<file path="src/rtl/mandelbrot_iterator.sv">
// Escape-time engine: iterates z <- z^2 + c (signed 4.23) from z = 0 and reports the
// iteration count plus an escaped flag. Latency per iteration: CHECK + 3 x (issue +
// multiplier latency) + UPDATE. Backpressure: operands are held while mul_in_rdy is low,
// and the result is held while out_rdy is low. in_rdy is high only in IDLE.
//
// Ports:
//   clk, reset                  clock, synchronous active-high reset
//   c_re, c_im, max_iter        request payload (point c and iteration limit)
//   in_val / in_rdy             request handshake
//   iter_count, escaped         result (completed z updates, 1 = diverged)
//   out_val / out_rdy           result handshake
//   mul_a, mul_b                multiplier operands
//   mul_in_val / mul_in_rdy     multiplier request handshake
//   mul_out                     multiplier product (4.23)
//   mul_out_val / mul_out_rdy   multiplier product handshake
module mandelbrot_iterator #(
  parameter int WIDTH  = 27,
  parameter int FRAC   = 23,
  parameter int ITER_W = 16
) (
  input  logic                     clk,
  input  logic                     reset,
  input  logic [WIDTH-1:0]         c_re,
  input  logic [WIDTH-1:0]         c_im,
  input  logic [ITER_W-1:0]        max_iter,
  input  logic                     in_val,
  output logic                     in_rdy,
  output logic [ITER_W-1:0]        iter_count,
  output logic                     escaped,
  output logic                     out_val,
  input  logic                     out_rdy,
  output logic [WIDTH-1:0]         mul_a,
  output logic [WIDTH-1:0]         mul_b,
  output logic                     mul_in_val,
  input  logic                     mul_in_rdy,
  input  logic [WIDTH-1:0]         mul_out,
  input  logic                     mul_out_val,
  output logic                     mul_out_rdy
);

  typedef enum logic [3:0] {
    IDLE, CHECK, ISSUE_RR, WAIT_RR, ISSUE_II, WAIT_II, ISSUE_RI, WAIT_RI, UPDATE, DONE
  } state_t;

  // 2.0 and 4.0 in WIDTH+1 bits; saturation bounds of a WIDTH-bit word in WIDTH+2 bits.
  localparam logic signed [WIDTH:0]   TWO_W1  = {{(WIDTH-FRAC-1){1'b0}}, 2'b10, {FRAC{1'b0}}};
  localparam logic signed [WIDTH:0]   FOUR_W1 = {{(WIDTH-FRAC-2){1'b0}}, 3'b100, {FRAC{1'b0}}};
  localparam logic signed [WIDTH+1:0] SAT_MAX = {3'b000, {(WIDTH-1){1'b1}}};
  localparam logic signed [WIDTH+1:0] SAT_MIN = {3'b111, {(WIDTH-1){1'b0}}};

  state_t                    r_state;
  logic signed [WIDTH-1:0]   r_zr, r_zi, r_c_re, r_c_im;
  logic signed [WIDTH-1:0]   r_zr2, r_zi2, r_zrzi;
  logic [ITER_W-1:0]         r_max_iter, r_count;

  logic signed [WIDTH:0]     w_zr_ext, w_zi_ext, w_abs_zr, w_abs_zi, w_sum;
  logic signed [WIDTH+1:0]   w_zr_wide, w_zi_wide;
  logic signed [WIDTH-1:0]   w_zr_next, w_zi_next;
  logic                      w_out_of_box, w_sum_big;
  logic [ITER_W-1:0]         w_count_inc;

  // Magnitude needs one extra bit so that |-8.0| is representable.
  assign w_zr_ext     = {r_zr[WIDTH-1], r_zr};
  assign w_zi_ext     = {r_zi[WIDTH-1], r_zi};
  assign w_abs_zr     = w_zr_ext[WIDTH] ? -w_zr_ext : w_zr_ext;
  assign w_abs_zi     = w_zi_ext[WIDTH] ? -w_zi_ext : w_zi_ext;
  assign w_out_of_box = (w_abs_zr > TWO_W1) || (w_abs_zi > TWO_W1);

  assign w_sum     = {r_zr2[WIDTH-1], r_zr2} + {r_zi2[WIDTH-1], r_zi2};
  assign w_sum_big = (w_sum > FOUR_W1);

  // Two guard bits cover the worst-case growth of a three-term sum before saturation.
  assign w_zr_wide = {{2{r_zr2[WIDTH-1]}}, r_zr2} - {{2{r_zi2[WIDTH-1]}}, r_zi2}
                   + {{2{r_c_re[WIDTH-1]}}, r_c_re};
  assign w_zi_wide = {r_zrzi[WIDTH-1], r_zrzi, 1'b0} + {{2{r_c_im[WIDTH-1]}}, r_c_im};

  always_comb begin
    w_zr_next = w_zr_wide[WIDTH-1:0];
    if (w_zr_wide > SAT_MAX)      w_zr_next = SAT_MAX[WIDTH-1:0];
    else if (w_zr_wide < SAT_MIN) w_zr_next = SAT_MIN[WIDTH-1:0];
  end

  always_comb begin
    w_zi_next = w_zi_wide[WIDTH-1:0];
    if (w_zi_wide > SAT_MAX)      w_zi_next = SAT_MAX[WIDTH-1:0];
    else if (w_zi_wide < SAT_MIN) w_zi_next = SAT_MIN[WIDTH-1:0];
  end

  assign w_count_inc = r_count + 1'b1;

  always_ff @(posedge clk) begin
    if (reset) begin
      r_state     <= IDLE;
      in_rdy      <= 1'b1;
      out_val     <= 1'b0;
      mul_in_val  <= 1'b0;
      mul_out_rdy <= 1'b0;
      iter_count  <= '0;
      escaped     <= 1'b0;
      mul_a       <= '0;
      mul_b       <= '0;
      r_zr        <= '0;
      r_zi        <= '0;
      r_count     <= '0;
      r_c_re      <= '0;
      r_c_im      <= '0;
      r_max_iter  <= '0;
      r_zr2       <= '0;
      r_zi2       <= '0;
      r_zrzi      <= '0;
    end else begin
      unique case (r_state)
        IDLE: begin
          if (in_val) begin
            r_c_re     <= c_re;
            r_c_im     <= c_im;
            r_max_iter <= max_iter;
            r_zr       <= '0;
            r_zi       <= '0;
            r_count    <= '0;
            in_rdy     <= 1'b0;
            if (max_iter == '0) begin
              iter_count <= '0;
              escaped    <= 1'b0;
              out_val    <= 1'b1;
              r_state    <= DONE;
            end else begin
              r_state <= CHECK;
            end
          end
        end
        CHECK: begin
          if (w_out_of_box) begin
            iter_count <= r_count;
            escaped    <= 1'b1;
            out_val    <= 1'b1;
            r_state    <= DONE;
          end else begin
            mul_a      <= r_zr;
            mul_b      <= r_zr;
            mul_in_val <= 1'b1;
            r_state    <= ISSUE_RR;
          end
        end
        ISSUE_RR: begin
          if (mul_in_rdy) begin
            mul_in_val  <= 1'b0;
            mul_out_rdy <= 1'b1;
            r_state     <= WAIT_RR;
          end
        end
        WAIT_RR: begin
          if (mul_out_val) begin
            r_zr2       <= mul_out;
            mul_out_rdy <= 1'b0;
            mul_a       <= r_zi;
            mul_b       <= r_zi;
            mul_in_val  <= 1'b1;
            r_state     <= ISSUE_II;
          end
        end
        ISSUE_II: begin
          if (mul_in_rdy) begin
            mul_in_val  <= 1'b0;
            mul_out_rdy <= 1'b1;
            r_state     <= WAIT_II;
          end
        end
        WAIT_II: begin
          if (mul_out_val) begin
            r_zi2       <= mul_out;
            mul_out_rdy <= 1'b0;
            mul_a       <= r_zr;
            mul_b       <= r_zi;
            mul_in_val  <= 1'b1;
            r_state     <= ISSUE_RI;
          end
        end
        ISSUE_RI: begin
          if (mul_in_rdy) begin
            mul_in_val  <= 1'b0;
            mul_out_rdy <= 1'b1;
            r_state     <= WAIT_RI;
          end
        end
        WAIT_RI: begin
          if (mul_out_val) begin
            r_zrzi      <= mul_out;
            mul_out_rdy <= 1'b0;
            r_state     <= UPDATE;
          end
        end
        UPDATE: begin
          if (w_sum_big) begin
            // Escape detected before this update completes: count stays as is.
            iter_count <= r_count;
            escaped    <= 1'b1;
            out_val    <= 1'b1;
            r_state    <= DONE;
          end else begin
            r_zr    <= w_zr_next;
            r_zi    <= w_zi_next;
            r_count <= w_count_inc;
            if (w_count_inc == r_max_iter) begin
              iter_count <= w_count_inc;
              escaped    <= 1'b0;
              out_val    <= 1'b1;
              r_state    <= DONE;
            end else begin
              r_state <= CHECK;
            end
          end
        end
        DONE: begin
          if (out_rdy) begin
            out_val <= 1'b0;
            in_rdy  <= 1'b1;
            r_state <= IDLE;
          end
        end
        default: r_state <= IDLE;
      endcase
    end
  end

endmodule

</file>
<file path="config.mk">
export PLATFORM = sky130hd
export DESIGN_NAME = mandelbrot_iterator
export DESIGN_NICKNAME = d
export VERILOG_FILES = /design/src/rtl/mandelbrot_iterator.sv
export SDC_FILE = /design/constraint.sdc
export NUM_CORES = 1
export LEC_CHECK = 0
export ABC_AREA = 1
export CORE_MARGIN = 2
export CORE_UTILIZATION = 51
export CTS_CLUSTER_SIZE = 16
export DETAILED_ROUTE_END_ITERATION = 16
export HOLD_SLACK_MARGIN = 0.02
export PLACE_DENSITY = 0.73
export SLEW_MARGIN = 0
export SYNTH_ARGS = -nofsm -noshare
export SYNTH_HDL_FRONTEND = slang
export SYNTH_SLANG_ARGS = --single-unit
export TNS_END_PERCENT = 100
</file>
<file path="constraint.sdc">
create_clock -name clk -period 4.86 [get_ports clk]
set_clock_uncertainty 0.05 [all_clocks]
set_input_delay 0.972 -clock clk [delete_from_list [all_inputs] [get_ports clk]]
set_output_delay 0.972 -clock clk [all_outputs]
set_load 0.03 [all_outputs]
</file>
Word-level counts from Yosys, hierarchy flattened

Index checks and enable logic that the tools add are counted.

Input bits: 103
Logic and storage cells: 145
Bits in registers: 300
Output and inout bits: 75

Mux-type cells: 60
Equality and inequality tests: 26
Reductions and logical operators: 27
Magnitude comparators: 7
Add/sub/neg operators: 7

Operator list:

| kind                  | count |
|---|---|
| $mux 27               | 10 |
| $pmux 27 s2           | 3 |
| $mux 16               | 7 |
| $pmux 27 s3           | 1 |
| $add 28x27->29        | 2 |
| $gt 29x27->1 const B  | 2 |
| $lt 29x27->1 const B  | 2 |
| $gt 28x26->1 const B  | 2 |
| $mux 28               | 2 |
| $neg 27->28           | 2 |
| $mux 4                | 12 |
| $pmux 16 s3           | 1 |
| $pmux 4 s10           | 1 |
| $pmux 16 s2           | 1 |
| $add 27x27->28        | 1 |
| $gt 28x27->1 const B  | 1 |
| $sub 27x27->28        | 1 |
| $ne 2x2->1 const B    | 12 |
| $mux 1                | 17 |
| $add 16x1->16 const B | 1 |
| $eq 16x16->1          | 1 |
| $eq 4x3->1 const B    | 4 |
| $logic_not 16->1      | 1 |
| $reduce_and 3->1      | 4 |
| other kinds (20)      | 36 |

Logic depth before layout (Yosys ltp)

Gate-level depths: netlist of run 1.

Depth after elaboration: 7
Depth in mapped cells: 23
Depth with buffers taken out: 22

Least setup slack after synthesis of run 1

No wires, ideal clock.

Path type: register to register
Start point: register r_zr2[1]
End point: register r_zr[10]
Path slack: 1.683 ns
Library setup time: 0.132 ns
Buffers on the path: 1
Period minus slack after synthesis: 3.177 ns
Cell stages (with the launch flop): 16
Required time: 4.678 ns
Arrival time: 2.995 ns
Path through: dfxtp_1 -> inv_1 -> fa_1 -> fa_1 -> o21ai_2 -> a31oi_1 -> o21bai_1 -> nand2_1 -> nand2_1 -> xor2_1 -> nand2_1 -> nand2_1 -> buf_2 -> nand2_1 -> nand2_1 -> a21oi_1

Cells in the longest elaborated chain, start to end: 7
Elaborated cells on any way between the ends: 12
Classes of those cells: add/sub (3); order compare (3); eq/ne (1); mux (4); reduce/logical (1)

RTL lines:

| item                   | RTL line | source |
|---|---|---|
| from (decl)            | 53       | `logic signed [WIDTH-1:0] r_zr2, r_zi2, r_zrzi;` |
| from (signal assigned) | 154      | `r_zr2 <= mul_out;` |
| $sub 27x27->28         | 73       | `assign w_zr_wide = {{2{r_zr2[WIDTH-1]}}, r_zr2} - {{2{r_zi2[WIDTH-1]}}, r_zi2}` |
| $add 28x27->29         | 74       | `+ {{2{r_c_re[WIDTH-1]}}, r_c_re};` |
| $lt 29x27->1           | 80       | `else if (w_zr_wide < SAT_MIN) w_zr_next = SAT_MIN[WIDTH-1:0];` |
| $mux 27                | 80       |  |
| $mux 27                | 79       | `if (w_zr_wide > SAT_MAX) w_zr_next = SAT_MAX[WIDTH-1:0];` |
| $mux 27                | 194      | `if (w_sum_big) begin` |
| $pmux 27 s2            | 112      | `unique case (r_state)` |
| to (signal assigned)   | 201      | `r_zr <= w_zr_next;` |
| to (decl)              | 52       | `logic signed [WIDTH-1:0] r_zr, r_zi, r_c_re, r_c_im;` |

Parallel ways exist; a longest one is shown, timed or not. The select of a mux whose other input is x is not followed.
A chain may end at the register's enable or synchronous reset.

Worst setup path in the final report of run 1

Start point: register r_c_re[14]
End point: register r_zr[25]

Cells in the longest elaborated chain, start to end: 6
Elaborated cells on any way between the ends: 7
Classes of those cells: add/sub (1); order compare (2); mux (4)

RTL lines:

| item                   | RTL line | source |
|---|---|---|
| from (decl)            | 52       |  |
| from (signal assigned) | 115      | `r_c_re <= c_re;` |
| $add 28x27->29 *       | 74       |  |
| $lt 29x27->1           | 80       |  |
| $mux 27                | 80       |  |
| $mux 27 *              | 79       |  |
| $mux 27 *              | 194      |  |
| $pmux 27 s2 *          | 112      |  |

Mark *: on every way between the ends. The rest lies on a longest branch, timed or not. The select of a mux whose other input is x is not followed.

==> results by group, run 1 <==
Setup path
  • Critical-path maximum fanout: 24
  • Worst setup EP type: flop
  • Crit path arrival time: 4280 ps
  • CP Class: reg -> reg
  • Setup crit start kind: flop
  • Worst EP required: 5270 ps

Detailed routing
  • Met3 Routed Length: 4560 µm
  • M1 WL: 31500 µm
  • Drt wl/cell: 18.3 µm
  • Via/cell ratio: 5.52
  • Via Count: 21.2k
  • Residual DRC: 0
  • Initial DRC Count: 1681
  • ANT nets after route: 0
  • WL met2: 31300 µm
  • 1st-pass router iterations: 6
  • WL final: 70300 µm
  • Top Layer Used: met4

Floorplan
  • Chip height: 203 µm
  • Core area: 38800 µm²
  • Floorplan row count: 72
  • Initial Util: 52.0%
  • Total Die Area: 41200 µm²
  • Die W: 203 µm
  • Io pins: 178

Layout
  • Fraction of layout instances using a drive strength above 1: 4.40%
  • Fin util: 60.3%
  • Commonest non-fill, non-tap cells in the layout: nand2_1 (962), a21oi_1 (354), inv_1 (348)
  • Non-filler cells, final: 3838
  • Most common cell after layout, fill and taps aside: nand2_1
  • Area added between synthesis and finish: 15.9%
  • Fillers: 3820
  • Final net count: 3512

Logic synthesis
  • Distinct cells, synth: 46
  • Mapped Cells: 3187
  • Async SR Flop Fraction: 0%
  • FF+latch count, synth: 300
  • Synth Area per Inst: 6.33 µm²
  • Post-synthesis sequential area ratio: 29.8%
  • Mapped Nets: 3405
  • Post-Syn Area: 20200 µm²
  • Post-synth top flop: dfxtp_1
  • EDFF count, synth: 0
  • Total number of yosys warnings: 0

Clock network
  • Worst-Skew Late Latency: 550 ps
  • Root Buffer: clkbuf_16
  • H-tree levels: 2
  • Clk pin slew, worst setup/hold paths: 60 ps
  • Clock sink total: 300
  • Hold_buf cts: 0
  • Clk buf depth: 3
  • Setup Buffers After CTS: 0
  • TritonCTS clock tree: done
  • CTS Buf Count: 35
  • Post_cts resized: 0

Flow run
  • Max-Cap Viols: 0

Timing
  • Endpoints failing hold: 0
  • Achievable Freq: 0.259 GHz
  • Final Hold Slack: 407 ps
  • Slew Limit Fails: 0
  • Period utilization: 79.5%
  • Tmin final: 3860 ps
  • Worst-Margin Slew: 1110 ps
  • RSZ-0062 raised after global routing: false
  • Setup Viol. Count Final: 0
  • Slew headroom: 26.0%
  • Setup TNS: 0 ps

Global routing
  • Number of global-route vias before repair: 20.1k
  • Largest net degree at the start of global routing: 90
  • First-pass GRT wire length: 110000 µm
  • GRT Total Usage: 33.9%
  • Initial antenna violation count: 0
  • Global route overflow: 0

Run status
  • Outcome: finished clean

Power and ir drop
  • Lkg Pwr: 10.4 nW
  • Worst vdd rail ir drop: 0.583 mV
  • Cell Int Power: 6.55 mW
  • Power per Cell Area: 524 nW/µm²
  • Clock Power Share: 22.7%
  • Share of power burned in combinational logic: 52.9%
  • Sw Pwr: 5.71 mW
  • Total power: 12.3 mW
  • Power share of the sequential group: 24.4%
  • Sw frac: 46.6%

Placement
  • Final Wtd Congestion: 0.969
  • DP HPWL: 55000 µm
  • Port Buffer Count: 177
  • Placed cells: 3775

Min path
  • Worst hold path class: reg -> reg
per-layer routing:
layer  vias to the layer above  global-route usage (%)
li1                      10500                       -
met1                      9789                    45.9
met2                       759                    54.0
met3                       126                    4.64
met4                         0                    14.5
met5                         -                       0
per-stage QoR:
step                area [µm²]  setup WS (ps)
floorplan                20200           1680
global placement         22200           1030
detailed placement       22200           1000
CTS                      23400            984
global route             23400            579
finish                   23400            996
final cells by class:
class,instances,area (µm²),area share (%)
sequential,300,6010,25.7
tap,518,648,2.77
timing repair buffer,201,1950,8.33
clock inverter,16,209,0.893
multi-input combinational,2397,12200,52.3
inverter,359,1350,5.78
antenna,1,2.50,0.0107
clock buffer,46,990,4.23
state kept, by name, summed over array words and instances, names as in the netlist, 27 cells and up:
| signal | flops |
|---|---|
| mul_a | 27 |
| mul_b | 27 |
| r_c_re | 27 |
| r_zi2 | 27 |
| r_c_im | 27 |
| r_zr | 27 |
| r_zrzi | 27 |
| r_zr2 | 27 |
| r_zi | 27 |
power groups by stage:
stage                     combinational [mW]  sequential (mW)  clock [mW]
after floorplan                         4.81             3.05           0
after global placement                  6.33             3.03           0
after detailed placement                6.38             3.03           0
after CTS                               6.43             2.99        2.82
after global routing                    7.32             3.02        2.92
final                                   6.49             2.99        2.78
logic make-up (layout without fill, tap and decap cells):
family                   count (synthesis)  after routing  synth area share, %
AND/OR/NAND/NOR                       1571           1571                 32.3
AO/OA/AOI/OAI                          617            617                 15.9
buffers and inverters                  490            622                 9.72
flip-flops                             300            300                 29.8
adder cells (fa/ha/maj)                115            115                 8.21
XOR/XNOR                                94             94                 4.12
other                                    0              1                    0
path summary, 6_finish.rpt:
path                            startpoint        end  slack (ps)  depth (start not counted)
worst max register to register  r_c_re[14]   r_zr[25]        1000                         16
worst max-delay path            r_c_re[14]   r_zr[25]        1000                         16
worst min-delay path             mul_b[24]  mul_b[24]         410                          2
worst min register to register   mul_b[24]  mul_b[24]         410                          2
synthesized netlist by cell type (39+ instances only):
cell | instances | area (µm²)
a21oi_1 | 354 | 1770
clkbuf_1 | 84 | 315
inv_1 | 349 | 1310
nand4_1 | 39 | 244
ha_1 | 86 | 1080
nand2_1 | 962 | 3610
nand3_1 | 232 | 1160
xor2_1 | 71 | 622
nor2_1 | 264 | 991
dfxtp_1 | 300 | 6010
o21ai_0 | 219 | 1100
worst max-delay path: stages (launching register included):
cell     delay (ps)
dfxtp_1         300
inv_1           100
fa_1            620
inv_1            60
ha_1            370
a21oi_1         250
o21ai_0         180
a21oi_1         210
o21ai_0          90
a21oi_1         160
nand2_1          80
xor2_1          170
o21ai_2         690
nand2_1         130
nand2_1         100
nand2_1          70
a21oi_1         140
No activity file was read; power rests on OpenSTA's default activity.
==> run 2: changes to the inputs <==
--- a/config.mk
+++ b/config.mk
@@ -11,7 +11,7 @@
 export CTS_CLUSTER_SIZE = 16
 export DETAILED_ROUTE_END_ITERATION = 16
 export HOLD_SLACK_MARGIN = 0.02
-export PLACE_DENSITY = 0.73
+export PLACE_DENSITY = 0.76
 export SLEW_MARGIN = 0
 export SYNTH_ARGS = -nofsm -noshare
 export SYNTH_HDL_FRONTEND = slang
==> constraint.sdc (replaced) <==
create_clock -name clk -period 3.17 [get_ports clk]
set_clock_uncertainty 0.05 [all_clocks]
set_input_delay 0.634 -clock clk [delete_from_list [all_inputs] [get_ports clk]]
set_output_delay 0.634 -clock clk [all_outputs]
set_load 0.03 [all_outputs]
==> results by group, run 2 (synthesized netlist as in run 1, its figures left out) <==
Layout
  • Fin util: 67.0% (+6.8 points)
  • Area added between synthesis and finish: 28.9%
  • Final Instance Area: 26000 µm² (+11%)
  • Fraction of layout instances using a drive strength above 1: 14.2% (+9.8 points)
  • # diodes: 0 (-1)
  • Commonest non-fill, non-tap cells in the layout: nand2_1 (935), inv_1 (329), a21oi_1 (324)
  • Most common cell after layout, fill and taps aside: nand2_1
  • Final net count: 3711 (+5.7%)

Global routing
  • Initial antenna violation count: 0 (unchanged)
  • Number of global-route vias before repair: 20.9k (+4.2%)
  • First-pass GRT wire length: 114000 µm (+4.1%)
  • Global route overflow: 0 (unchanged)
  • Met1 Use GR: 45.9% (about the same)
  • Met2 Use GR: 56.7% (+2.6 points)
  • GRT Total Usage: 35.2% (+1.3 points)
  • Met3 Usage GRT: 5.62% (+0.98 points)
  • Largest net degree at the start of global routing: 195 (+120%)
  • Gr busiest metal: met2

Floorplan
  • Total Die Area: 41200 µm² (unchanged)
  • Floorplan row count: 72 (unchanged)
  • Core area: 38800 µm² (unchanged)
  • Initial Util: 52.0% (unchanged)
  • Io pins: 178 (unchanged)
  • Die W: 203 µm (unchanged)
  • Chip height: 203 µm (unchanged)

Flow run
  • Max-Cap Viols: 0 (unchanged)

Timing
  • Endpoints failing hold: 0 (unchanged)
  • Slew Limit Fails: 0 (unchanged)
  • Achievable Freq: 0.306 GHz (+18%)
  • RSZ-0062 raised after global routing: true
  • Tmin final: 3260 ps (-600 ps)
  • Setup TNS: -1320 ps (-1320 ps)
  • Slew headroom: 37.1% (+11 points)
  • Final setup margin: -93.9 ps (-1090 ps)
  • Setup Viol. Count Final: 25 (+25)
  • Period utilization: 103% (+23 points)
  • Worst-Margin Slew: 944 ps (-163 ps)

Power and ir drop
  • Total power: 24.1 mW (+96%)
  • Worst vdd rail ir drop: 0.737 mV (+26%)
  • Power per Cell Area: 925 nW/µm² (+77%)
  • Lkg Pwr: 11.6 nW (+11%)

Placement
  • Final Wtd Congestion: 0.995 (+2.7%)
  • Placement Setup Slack: -242 ps (-1240 ps)
  • Port Buffer Count: 177 (unchanged)
  • DP HPWL: 56500 µm (+2.7%)
  • DP Area: 23500 µm² (+5.7%)

Setup path
  • Worst setup path endpoint: r_zr[13]
  • CP Launch Point: r_zr2[17]
  • Worst setup EP type: flop
  • CP most frequent cell: nand2_1
  • CP Class: reg -> reg
  • Worst R2R Setup Slack: -90 ps (-1090 ps)
  • Crit path cell chain: inv_2 > fa_1 > inv_1 > ha_4 > buf_4 > nand2_2 > o21ai_2 > a21oi_2 > o21ai_1 > a21oi_2 > nand2_2 > xor2_2 > buf_4 > o21ai_4 > buf_12 > clkbuf_16 > nand2_1 > nand2_1 > nand2_1 > a21oi_1
  • Reg2Reg Depth: 20 (+4)
  • R2r startpoint: r_zr2[17]
  • Slowest-stage cell, CP: fa_1
  • Worst EP required: 3580 ps (-1690 ps)
  • Setup crit start kind: flop
  • Slowest stage delay, CP: 500 ps (-190 ps)
  • Critical-path maximum fanout: 6 (-75%)
  • Crit path arrival time: 3680 ps (-600 ps)
  • Worst r2r dst: r_zr[13]

Clock network
  • Clock sink total: 300 (unchanged)
  • CTS Buf Count: 34 (-2.9%)
  • TritonCTS clock tree: done
  • H-tree levels: 2 (unchanged)
  • Worst-Skew Late Latency: 550 ps (about the same)
  • Hold_buf cts: 0 (unchanged)
  • Clk buf depth: 3 (unchanged)
  • Root Buffer: clkbuf_16
  • Clk pin slew, worst setup/hold paths: 60 ps (about the same)

Detailed routing
  • Drt wl/cell: 19.0 µm (+3.6%)
  • WL final: 76600 µm (+8.9%)
  • Via Count: 22.6k (+6.6%)
  • ANT nets after route: 0 (unchanged)
  • Initial DRC Count: 2116 (+26%)
  • 1st-pass router iterations: 8 (+2)
  • Via/cell ratio: 5.59 (+1.4%)
  • Residual DRC: 0 (unchanged)

Run status
  • Failing checks: negative setup slack
  • Outcome: finished with violations

Min path
  • Worst hold path class: reg -> reg
## run 2: changes by cell type in the layout (fill, tap and decap cells not counted), sizes merged, moves of 3 or more
cell,previous run,this run
buf,26,217
clkbuf,46,57
clkinv,18,10
inv,352,356
bufinv,5,2
clkinvlp,0,3
## run 2: repair_timing
action / CTS / global route
pin swaps: 19 / 47
setup endpoints to repair: 87 / 146
buffers inserted: 27 / 13
gates resized for setup: 80 / 135
gates cloned: 2 / 10
## run 2: critical path: cells and delay by family, from the launching register on
kind,cells,cell delay (ps)
AND/OR/NAND/NOR,5,340
adder cells (fa/ha/maj),2,760
buffers and inverters,6,710
AO/OA/AOI/OAI,6,790
flip-flops,1,350
XOR/XNOR,1,150
## run 2: power by group
part / internal, mW / switching [mW]
clock: 2.39 / 1.66
combinational: 6.63 / 8.79
sequential: 4.26 / 0.347
## run 2: layout make-up
type	count	area, µm²
Tap cell	518	648
Clock buffer	49	1010
Timing Repair Buffer	400	3790
Multi-Input combinational cell	2398	13100
Clock inverter	12	121
Fill cell	3429	12800
Inverter	359	1360
Sequential cell	300	6020
## run 2: layer usage
metal / routed length, µm / vias up
met5: 0 / -
met4: 4150 / 0
met3: 5980 / 188
met2: 34800 / 1011
met1: 31600 / 10500
li1: - / 10900
## run 2: worst min path at each step
stage,start,end,slack (ps),depth (start not counted)
6_report,mul_a[16],mul_a[16],410,2
5_1_grt,mul_a[13],mul_a[13],420,2
4_1_cts,mul_b[17],mul_b[17],410,2
3_5_place_dp,in_rdy,in_rdy,400,2
3_3_place_gp,in_rdy,in_rdy,390,2
2_1_floorplan,r_c_im[0],r_c_im[0],380,2
## run 2: stage by stage
stage	hold slack [ps]	instances
floorplan	380	3187
global placement	390	3924
detailed placement	401	3924
CTS	410	4014
global route	422	4036
finish	408	4036
